===== src/rtl/binary_to_gray_if.sv =====
// Pixel stream bundle between the binary source and the gray reconstruction.
// The master drives pixels in and the slave returns the reconstructed gray stream.
interface binary_to_gray_if;
  logic        iDVAL;
  logic [9:0]  iDATA;
  logic        oDVAL;
  logic [9:0]  oDATA;
  logic [11:0] oX;

  modport master (
    output iDVAL,
    output iDATA,
    input  oDVAL,
    input  oDATA,
    input  oX
  );

  modport slave (
    input  iDVAL,
    input  iDATA,
    output oDVAL,
    output oDATA,
    output oX
  );
endinterface


===== src/rtl/binary_to_gray.sv =====
// Binary-to-gray reconstruction: a sliding-window popcount over each line,
// scaled to a 10-bit gray level. The pipeline is two stages with no backpressure.
module binary_to_gray #(
  parameter logic [9:0] BIN_THRESH = 10'd512,
  parameter int         WIN_LOG2   = 3
) (
  input  logic            iCLK,
  input  logic            iRST,
  binary_to_gray_if.slave bus
);
  localparam int N  = 1 << WIN_LOG2;
  localparam int CW = WIN_LOG2 + 1;
  localparam int SH = 10 - WIN_LOG2;
  localparam logic [CW-1:0] C_FULL  = CW'(N);
  localparam logic [11:0]   COL_MAX = 12'hFFF;

  logic [N-1:0]  win_q, win_d;
  logic [CW-1:0] cnt_q, cnt_d;
  logic [11:0]   col_q, col_d;

  logic          s1_vld_q, s1_vld_d;
  logic [CW-1:0] s1_cnt_q, s1_cnt_d;
  logic [11:0]   s1_x_q, s1_x_d;

  logic          vld_q, vld_d;
  logic [9:0]    data_q, data_d;
  logic [11:0]   x_q, x_d;

  logic          bit_in;
  logic [9:0]    gray;

  // A low iDVAL cycle clears the window so each line starts zero-padded.
  always_comb begin
    bit_in   = (bus.iDATA >= BIN_THRESH);
    win_d    = '0;
    cnt_d    = '0;
    col_d    = '0;
    s1_vld_d = bus.iDVAL;
    s1_cnt_d = '0;
    s1_x_d   = '0;
    if (bus.iDVAL) begin
      win_d    = {win_q[N-2:0], bit_in};
      cnt_d    = cnt_q + CW'(bit_in)
               - CW'(win_q[N-1]);
      col_d    = (col_q == COL_MAX)
               ? COL_MAX : col_q + 12'd1;
      s1_cnt_d = cnt_d;
      s1_x_d   = col_q;
    end
  end

  always_comb begin
    gray   = 10'(s1_cnt_q) << SH;
    vld_d  = s1_vld_q;
    data_d = '0;
    x_d    = '0;
    if (s1_vld_q) begin
      data_d = (s1_cnt_q == C_FULL)
             ? 10'd1023 : gray;
      x_d    = s1_x_q;
    end
  end

  always_ff @(posedge iCLK or negedge iRST) begin
    if (!iRST) begin
      win_q    <= '0;
      cnt_q    <= '0;
      col_q    <= '0;
      s1_vld_q <= 1'b0;
      s1_cnt_q <= '0;
      s1_x_q   <= '0;
      vld_q    <= 1'b0;
      data_q   <= '0;
      x_q      <= '0;
    end else begin
      win_q    <= win_d;
      cnt_q    <= cnt_d;
      col_q    <= col_d;
      s1_vld_q <= s1_vld_d;
      s1_cnt_q <= s1_cnt_d;
      s1_x_q   <= s1_x_d;
      vld_q    <= vld_d;
      data_q   <= data_d;
      x_q      <= x_d;
    end
  end

  assign bus.oDVAL = vld_q;
  assign bus.oDATA = data_q;
  assign bus.oX    = x_q;
endmodule

===== src/flat_wrapper.sv =====
// flat-port wrapper written by rule: the top's interface ports become plain ports
module binary_to_gray_flat 
#(
  parameter logic [9:0] BIN_THRESH = 10'd512,
  parameter int         WIN_LOG2   = 3
)
  (iCLK, iRST, bus_iDVAL, bus_iDATA, bus_oDVAL, bus_oDATA, bus_oX);
  binary_to_gray_if bus_i ();
  input  logic iCLK;
  input  logic iRST;
  input wire logic [$bits(bus_i.iDVAL)-1:0] bus_iDVAL;
  input wire logic [$bits(bus_i.iDATA)-1:0] bus_iDATA;
  output wire logic [$bits(bus_i.oDVAL)-1:0] bus_oDVAL;
  output wire logic [$bits(bus_i.oDATA)-1:0] bus_oDATA;
  output wire logic [$bits(bus_i.oX)-1:0] bus_oX;
  assign bus_i.iDVAL = bus_iDVAL;
  assign bus_i.iDATA = bus_iDATA;
  assign bus_oDVAL = bus_i.oDVAL;
  assign bus_oDATA = bus_i.oDATA;
  assign bus_oX = bus_i.oX;
  binary_to_gray #(.BIN_THRESH(BIN_THRESH), .WIN_LOG2(WIN_LOG2)) u_core (.iCLK(iCLK), .iRST(iRST), .bus(bus_i));
endmodule

===== config.mk =====
export PLATFORM = sky130hd
export DESIGN_NAME = binary_to_gray_flat
export DESIGN_NICKNAME = d
export VERILOG_FILES = /design/src/rtl/binary_to_gray_if.sv /design/src/rtl/binary_to_gray.sv /design/src/flat_wrapper.sv
export SDC_FILE = /design/constraint.sdc
export NUM_CORES = 1
export LEC_CHECK = 0
export ABC_CLOCK_PERIOD_IN_PS = 2700
export BUFFER_PORTS_ARGS = -buffer_cell sky130_fd_sc_hd__buf_2
export CAP_MARGIN = 20
export CORE_MARGIN = 4
export CORE_UTILIZATION = 35
export DETAILED_ROUTE_END_ITERATION = 7
export GPL_TIMING_DRIVEN = 0
export PLACE_DENSITY_LB_ADDON = 0.12
export SYNTH_ARGS = -nofsm -noshare
export SYNTH_HDL_FRONTEND = slang
export SYNTH_SLANG_ARGS = --single-unit

===== constraint.sdc =====
create_clock -name iCLK -period 2.7 [get_ports iCLK]
set_input_delay 0.405 -clock iCLK [delete_from_list [all_inputs] [get_ports iCLK]]
set_output_delay 0.405 -clock iCLK [all_outputs]
set_load 0.02 [all_outputs]

======== After elaboration in Yosys (flattened, before gate mapping) ========
Index checks and enable logic that the tools add are counted.
word-level totals
  register bits after elaboration ......... 60
  bits in latches ......................... 0
  memory bits (writable) .................. 0
  ROM bits ................................ 0
  bits of input ports ..................... 13
  output and inout port bits .............. 23
  word-level logic and storage cells ...... 22
  memories kept ........................... 0
operators by class
  add/subtract/negate cells ............... 3
  multipliers ............................. 0
  divide/modulo/power cells ............... 0
  order comparisons ....................... 1
  equality and inequality tests ........... 2
  shifts and indexed selects .............. 0
  mux-type cells .......................... 8
  bitwise logic cells ..................... 0
  reduce and logical (&&, ||, !) cells .... 0
operator list
  kind                     number
  $mux W12                 4
  $mux W10                 2
  $add A12 B1 Y12 const B  1
  $eq A12 B12 Y1 const B   1
  $ge A10 B10 Y1 const B   1
  $mux W8                  1
  $add A4 B1 Y4            1
  $eq A4 B4 Y1 const B     1
  $mux W4                  1
  $sub A4 B1 Y4            1

======== Depth between registers and ports, before layout ========
Gate-level depths: netlist (run 1).
  depth after elaboration ................. 4
  mapped depth ............................ 7
  gate-level depth less buffers ........... 7

======== Worst setup path after synthesis (run 1) ========
Ideal clock, no wire load.
  kind .................................... reg-to-reg
  start ................................... register u_core.col_q[0]
  end ..................................... register u_core.col_q[6]
  library setup time ...................... 0.083 ns
  arrival time ............................ 1.631 ns
  data required time ...................... 2.617 ns
  slack ................................... 0.986 ns
  cell stages (with the launch flop) ...... 7
  cells stage by stage .................... dfrtp_1 > ha_1 > clkbuf_1 > inv_1 > or4_1 > buf_6 > a31oi_1
between the ends
  longest elaborated chain between the ends .. 3
  elaborated cells on any way between the ends .. 4
  those cells by class .................... add/sub (1); eq/ne (1); mux (2)
ends and longest elaborated chain
  what                                                      line                                        source
  start: declaration                                        binary_to_gray.sv:19                        logic [11:0] col_q, col_d;
  start signal: assignment                                  binary_to_gray.sv:78                        col_q <= col_d;
  $add A12 B1 Y12 / $eq A12 B12 Y1 (equally long branches)  binary_to_gray.sv:46, binary_to_gray.sv:45
  $mux W12 (*)                                              binary_to_gray.sv:46                        ? COL_MAX : col_q + 12'd1;
  $mux W12 (*)                                              binary_to_gray.sv:41                        if (bus.iDVAL) begin
  net u_core.col_d[6]                                       binary_to_gray.sv:19
Mark *: on every way through the listed nets, which the timed path passes. The rest lies on a longest branch.

======== Worst setup path after layout (run 1) ========
  start ................................... register u_core.col_q[0]
  end ..................................... register u_core.col_q[9]
Same word-level chain as after synthesis.

==> metrics.csv, run 1 <==
stage;metric;value;unit
floorplanning;dieArea;7450;µm²
sta;hold_viol;0;
sta;min_period;1.94;ns
sta;worst_slew_pin_slew;0.573;ns
floorplanning;pin_count;36;
layout;multiInputGateArea;682;µm²
synthesis;yosys.area_share.adder;4.43;%
synthesis;synthXorXnorAreaFrac;1.63;%
layout;final_core_util;42.8;%
sta;fmax;515;MHz
synthesis;synth_compound_area_share;7.70;%
sta;finalCritPeriodShare;71.9;%
synthesis;synth_nets;191;
synthesis;synth_edf_count;0;
critical_path;reg2reg_slack;0.76;ns
sta;slew_headroom;61.8;%
synthesis;synth_area_leader_cell;dfrtp_1;
layout;area_delta_synth_final;18.0;%
pwr;sw_frac_of_total;22.6;%
floorplanning;die-width;86.3;µm
routing;routed_via_density;4.62;
clocking;cts_tree;yes;
floorplanning;initial_core_util;36.2;%
pwr;clock_power_share;37.3;%
clocking;clk_latency;0.30;ns
layout;n_antenna_cell;0;
floorplanning;core;5920;µm²
synthesis;synth_top_family_by_area;simple AND/OR/NAND/NOR gates;
synthesis;synth_area_leaders;dfrtp_1 63%, and2_1 9.6%, ha_1 3.5%;
critical_path;reg2reg_depth;6;
clocking;cts_setup_buffers;0;
layout;area.sequential;1350;µm²
sta;holdWs;0.0915;ns
hold_path;hold_class;input port to async pin;
pwr;ir_drop;0.309;mV
grt;overflow;0;
sta;rsz0062_at_grt;no;
routing;drc_errors;0;
synthesis;synthSimpleGateAreaFrac;17.6;%
critical_path;timing.rr.end;u_core.col_q[9]$_DFF_PN0_;
pwr;power_frac_comb;12.3;%
placed_design;portBuffers;26;
critical_path;cp-start-kind;flop;
clocking;numCtsBuffers;5;
grt;groute.usage.overall;10.5;%
synthesis;yosysUniqueCellTypes;36;
outcome;outcome;finished, final reports clean;
synthesis;postSynthAreaPerCell;12.5;µm²
synthesis;netlist_instances;171;
critical_path;worstPathArrival;2.16;ns
synthesis;yosysWarnings;0;
routing;antenna_left;0;
layout;drive_above_1_share;23.3;%
pwr;powerDensity;678;nW/µm²
synthesis;synth_seq_cells;54;
clocking;clk_path_buf_depth;2;
job;drv_cap;0;
critical_path;worstPathMaxFanout;9;
layout;mostFrequentLayoutCells;54 x dfrtp_1, 33 x and2_1, 26 x buf_2, 9 x inv_1, 7 x nand3_1;
sta;finalMaxSlewViolations;0;
grt;antenna_found_initial;0;
grt;grt_pass1_vias;1325;
sta;fin_skew;0.00618;ns
pwr;p_leak;1.29;nW
pwr;switching_power;0.388;mW
layout;nFillCells;554;
critical_path;reg2reg_from;u_core.col_q[0]$_DFF_PN0_;
synthesis;synth_area;2150;µm²
synthesis;synth_ff_type;dfrtp_1;
routing;routed_wl;3440;µm
clocking;cts.clk_slew.worst_paths;0.09;ns
clocking;ctsHoldBuffers;0;
sta;setup_viol;0;
layout;fin_nets;225;
pwr;intPower;1.33;mW
clocking;cts-root-buf;clkbuf_8;
routing;post_drt_wl_per_cell;12.2;µm
placed_design;gp_congestion;0.851;
grt;grt_pass1_wl;6150;µm
placed_design;dp_hpwl;2450;µm
synthesis;async_flop_share;100;%
synthesis;synth_seq_area_share;63.0;%
floorplanning;num_rows;28;
pwr;sequentialPowerShare;50.4;%
routing;drt_iter0_markers;52;
sta;setup_tns;0;ns
critical_path;end_kind;flop;
grt;grt_max_degree;55;
floorplanning;die_h;86.3;µm
critical_path;path_class;flop to flop;
synthesis;synthMuxAreaShare;0.466;%
synthesis;synth_top_area_share;63.0;%
routing;dr_total_vias;1297;
clocking;cts_sinks;54;
clocking;ctsResizeCount;0;
routing;drt-pass1-iter-count;4;
critical_path;critPathRequiredTime;2.92;ns
clocking;htree_levels;2;
layout;final_common_cell;dfrtp_1;
-- power groups by stage --
stage               Sequential (mW)  Combinational [mW]  Clock [mW]
finish                        0.865               0.211       0.640
global route                  0.872               0.235       0.693
CTS                           0.866               0.211       0.662
detailed placement            0.882               0.210           0
global placement              0.880               0.205           0
floorplan                     0.897               0.123           0
-- area by class of cell --
class | instances | area share, %
Sequential cell | 54 | 53.4
Clock inverter | 2 | 2.37
Clock buffer | 6 | 3.26
Tap cell | 75 | 3.71
Timing Repair Buffer | 27 | 5.93
Buffer | 13 | 3.11
Inverter | 9 | 1.33
Multi-Input combinational cell | 95 | 26.9
-- flip-flops by register name, indices dropped and copies added (netlist names) --
signal,cells
u_core.bus.oX,12
u_core.col_q,12
u_core.s1_x_q,12
u_core.win_q,8
u_core.bus.oDATA,4
u_core.cnt_q,4
u_core.bus.oDVAL,1
u_core.s1_vld_q,1
-- per-layer routing --
layer	GRT usage [%]	vias up	share of wire [%]
li1	-	632	-
met1	13.3	631	46
met2	16.7	30	46
met3	3.42	4	6.7
met4	3.82	0	0.93
met5	0	-	0
-- critical path, cell delays in order, from the launching register on --
cell and delay, ns:
dfrtp_1 0.46, ha_1 0.18, clkbuf_1 0.26, inv_1 0.12, or4_1 0.55, buf_6 0.16
a31oi_1 0.14
-- cells by family (layout without fill, tap and decap cells) --
family	after synthesis	after routing
DFF	54	54
xor gates and xnor gates	4	4
and+or+nand+nor	59	59
AOI/OAI and AO/OA	24	24
muxes	1	1
buffers and inverters	22	57
adders and majority gates	7	7
-- worst max-delay path by stage --
stage,cells past startpoint,start,slack [ns],to
6_report,6,u_core.col_q[0]$_DFF_PN0_,0.76,u_core.col_q[9]$_DFF_PN0_
5_1_grt,6,u_core.col_q[0]$_DFF_PN0_,0.58,u_core.col_q[5]$_DFF_PN0_
4_1_cts,6,u_core.col_q[0]$_DFF_PN0_,0.75,u_core.col_q[6]$_DFF_PN0_
3_5_place_dp,6,u_core.col_q[0]$_DFF_PN0_,0.77,u_core.col_q[6]$_DFF_PN0_
3_3_place_gp,6,u_core.col_q[0]$_DFF_PN0_,0.78,u_core.col_q[9]$_DFF_PN0_
2_1_floorplan,6,u_core.col_q[0]$_DFF_PN0_,0.99,u_core.col_q[6]$_DFF_PN0_
-- Yosys cell counts (all sizes together), types with 3 or more instances --
library cell / n
inv: 9
nand3: 7
or4: 3
clkbuf: 5
a21o: 3
nor2: 3
a21oi: 6
a31oi: 5
dfrtp: 54
ha: 6
buf: 8
and2: 34
-- per-stage QoR --
step	instances	total power, mW	setup slack, ns	cell area, µm²
after global routing	281	1.80	0.578	2530
final	281	1.72	0.760	2530
after CTS	280	1.74	0.750	2510
after global placement	272	1.09	0.782	2370
after floorplan	171	1.02	0.986	2150
after detailed placement	272	1.09	0.769	2370
Power figures use the tool's default switching activity.
==> inputs of run 2 (changes only) <==
Settings changed: ABC_CLOCK_PERIOD_IN_PS 2700 to 1650.
Clock period 2.7 ns to 1.65 ns, I/O delays scaled along.
==> run 2 against run 1 <==
  * Sequential share of layout area shrank 1.8 points
  * Count of clock-buffer cells in the layout is the same
  * Non-clock buffer count grew 5
  * Hold slack gained 0.043 ns
  * Worst setup slack lost 0.69 ns
  * Cell area grew 3.8%
  * Largest power group unchanged
  * First-iteration DRC count shrank 27%
  * Global-route usage shrank 0.10 points
==> metrics.csv, run 2 (synthesis results as in run 1) <==
stage;metric;value;unit
sta;fmax;631;MHz
clocking;clk_latency;0.30;ns
layout;fin_nets;230;
job;drv_cap;0;
clocking;cts_sinks;54;
outcome;outcome;finished, final reports clean;
grt;use_met1;12.8;%
critical_path;end_kind;flop;
hold_path;hold_class;input port to flop;
layout;finalNonFillerCells;286;
layout;area_delta_synth_final;22.5;%
critical_path;worstPathCellList;inv_2, ha_4, inv_2, ha_4, fa_2, and2_4;
layout;multiInputGateArea;734;µm²
critical_path;critPathRequiredTime;1.89;ns
routing;drt_iter0_markers;38;
grt;overflow;0;
floorplanning;die-width;86.3;µm
placed_design;portBuffers;26;
sta;setup_ws;0.0662;ns
placed_design;gp_congestion;0.853;
floorplanning;pin_count;36;
critical_path;path_class;flop to flop;
layout;drive_above_1_share;31.8;%
layout;n_antenna_cell;0;
routing;post_drt_wl_per_cell;12.3;µm
pwr;finalPower;2.85;mW
clocking;clk_path_buf_depth;2;
pwr;switching_power;0.650;mW
pwr;sequentialPowerShare;49.7;%
pwr;power_frac_comb;13.2;%
pwr;p_leak;1.31;nW
grt;grt_pass1_vias;1343;
placed_design;dp_hpwl;2490;µm
layout;mostFrequentLayoutCells;51 x dfrtp_1, 32 x and2_1, 26 x buf_2, 12 x buf_4;
routing;routed_wl;3530;µm
sta;fin_skew;0.00679;ns
clocking;htree_levels;2;
sta;slew_headroom;59.3;%
sta;min_period;1.58;ns
grt;top_usage_layer;met2;
grt;met2_usage;17.3;%
sta;worst_slew_pin_slew;0.610;ns
routing;antenna_left;0;
grt;grt_pass1_wl;6080;µm
routing;drc_errors;0;
clocking;cts.clk_slew.worst_paths;0.09;ns
pwr;sw_frac_of_total;22.8;%
layout;finalInstanceArea;2630;µm²
floorplanning;dieArea;7450;µm²
floorplanning;core;5920;µm²
floorplanning;die_h;86.3;µm
pwr;ir_drop;0.575;mV
critical_path;worstPathMaxFanout;2;
grt;grt_max_degree;55;
critical_path;cp-start-kind;flop;
sta;finalCritPeriodShare;96.0;%
pwr;clock_power_share;37.1;%
placed_design;pre_cts_ws;-0.160;ns
critical_path;crit_path_max_incr_delay;0.52;ns
sta;setup_viol;0;
floorplanning;num_rows;28;
placed_design;dp.cells;272;
layout;final_common_cell;dfrtp_1;
pwr;powerDensity;1080;nW/µm²
placed_design;placed_cell_area;2370;µm²
clocking;numCtsBuffers;5;
routing;drt-pass1-iter-count;4;
layout;nFillCells;561;
critical_path;worstPathArrival;1.83;ns
clocking;cts-root-buf;clkbuf_8;
clocking;cts_tree;yes;
routing;dr_total_vias;1321;
grt;groute.usage.overall;10.4;%
sta;finalMaxSlewViolations;0;
sta;rsz0062_at_grt;no;
pwr;intPower;2.20;mW
sta;hold_viol;0;
layout;area.sequential;1360;µm²
grt;antenna_found_initial;0;
routing;routed_via_density;4.62;
floorplanning;initial_core_util;36.2;%
critical_path;reg2reg_slack;0.07;ns
critical_path;slowest_stage;fa_2;
grt;met3_usage;3.33;%
## run 2: stage by stage
stage          setup TNS (ns)  util (%)  hold WS, ns
2_1_floorplan               0         -      -0.0481
3_3_place_gp            -1.16      40.0        0.439
3_5_place_dp            -1.27      40.0        0.442
4_1_cts                     0      43.0        0.130
5_1_grt                     0      44.4        0.134
6_report                    0      44.4        0.134
## run 2: worst max-delay path, delay by kind of cell, from the launching register on
kind                       cells  cell delay [ns]
adders and majority gates      3             0.92
buffers and inverters          2             0.10
DFF                            1             0.38
and+or+nand+nor                1             0.13
## run 2: area by class of cell
cell class,count,area share (%)
tap,75,3.57
clock inverter,2,2.28
multi-input combinational,95,27.9
inverter,9,1.29
timing repair buffer,33,7.52
sequential,54,51.5
clock buffer,6,3.14
buffer,12,2.71
## run 2: worst paths after layout
check                                           startpoint                            end  cells past startpoint
worst min-delay path                             bus_iDVAL      u_core.s1_vld_q$_DFF_PN0_                      1
max in group asynchronous                             iRST      u_core.col_q[2]$_DFF_PN0_                      3
worst min register to register  u_core.s1_x_q[9]$_DFF_PN0_     u_core.bus.oX[9]$_DFF_PN0_                      1
worst max-delay path             u_core.cnt_q[0]$_DFF_PN0_      u_core.cnt_q[1]$_DFF_PN0_                      6
worst max register to register   u_core.cnt_q[0]$_DFF_PN0_      u_core.cnt_q[1]$_DFF_PN0_                      6
min in group asynchronous                             iRST  u_core.bus.oDATA[6]$_DFF_PN0_                      2
## run 2: what timing repair did
action,CTS,global route
pin swaps,1,3
hold buffers,0,1
resized for setup,4,13
endpoints found under the hold margin,0,18
buffers inserted,3,2
setup endpoints to repair,10,12
## run 2: power groups by stage
| stage | Combinational [mW] | Sequential [mW] | Clock, mW |
|---|---|---|---|
| floorplan | 0.202 | 1.47 | 0 |
| global placement | 0.336 | 1.44 | 0 |
| finish | 0.376 | 1.41 | 1.06 |
| detailed placement | 0.340 | 1.44 | 0 |
| CTS | 0.357 | 1.41 | 1.08 |
| global route | 0.423 | 1.42 | 1.14 |
## run 2: layer usage
layer,routed length (µm),up-vias
met3,238,5
li1,-,643
met2,1670,30
met5,0,-
met1,1560,643
met4,59,0
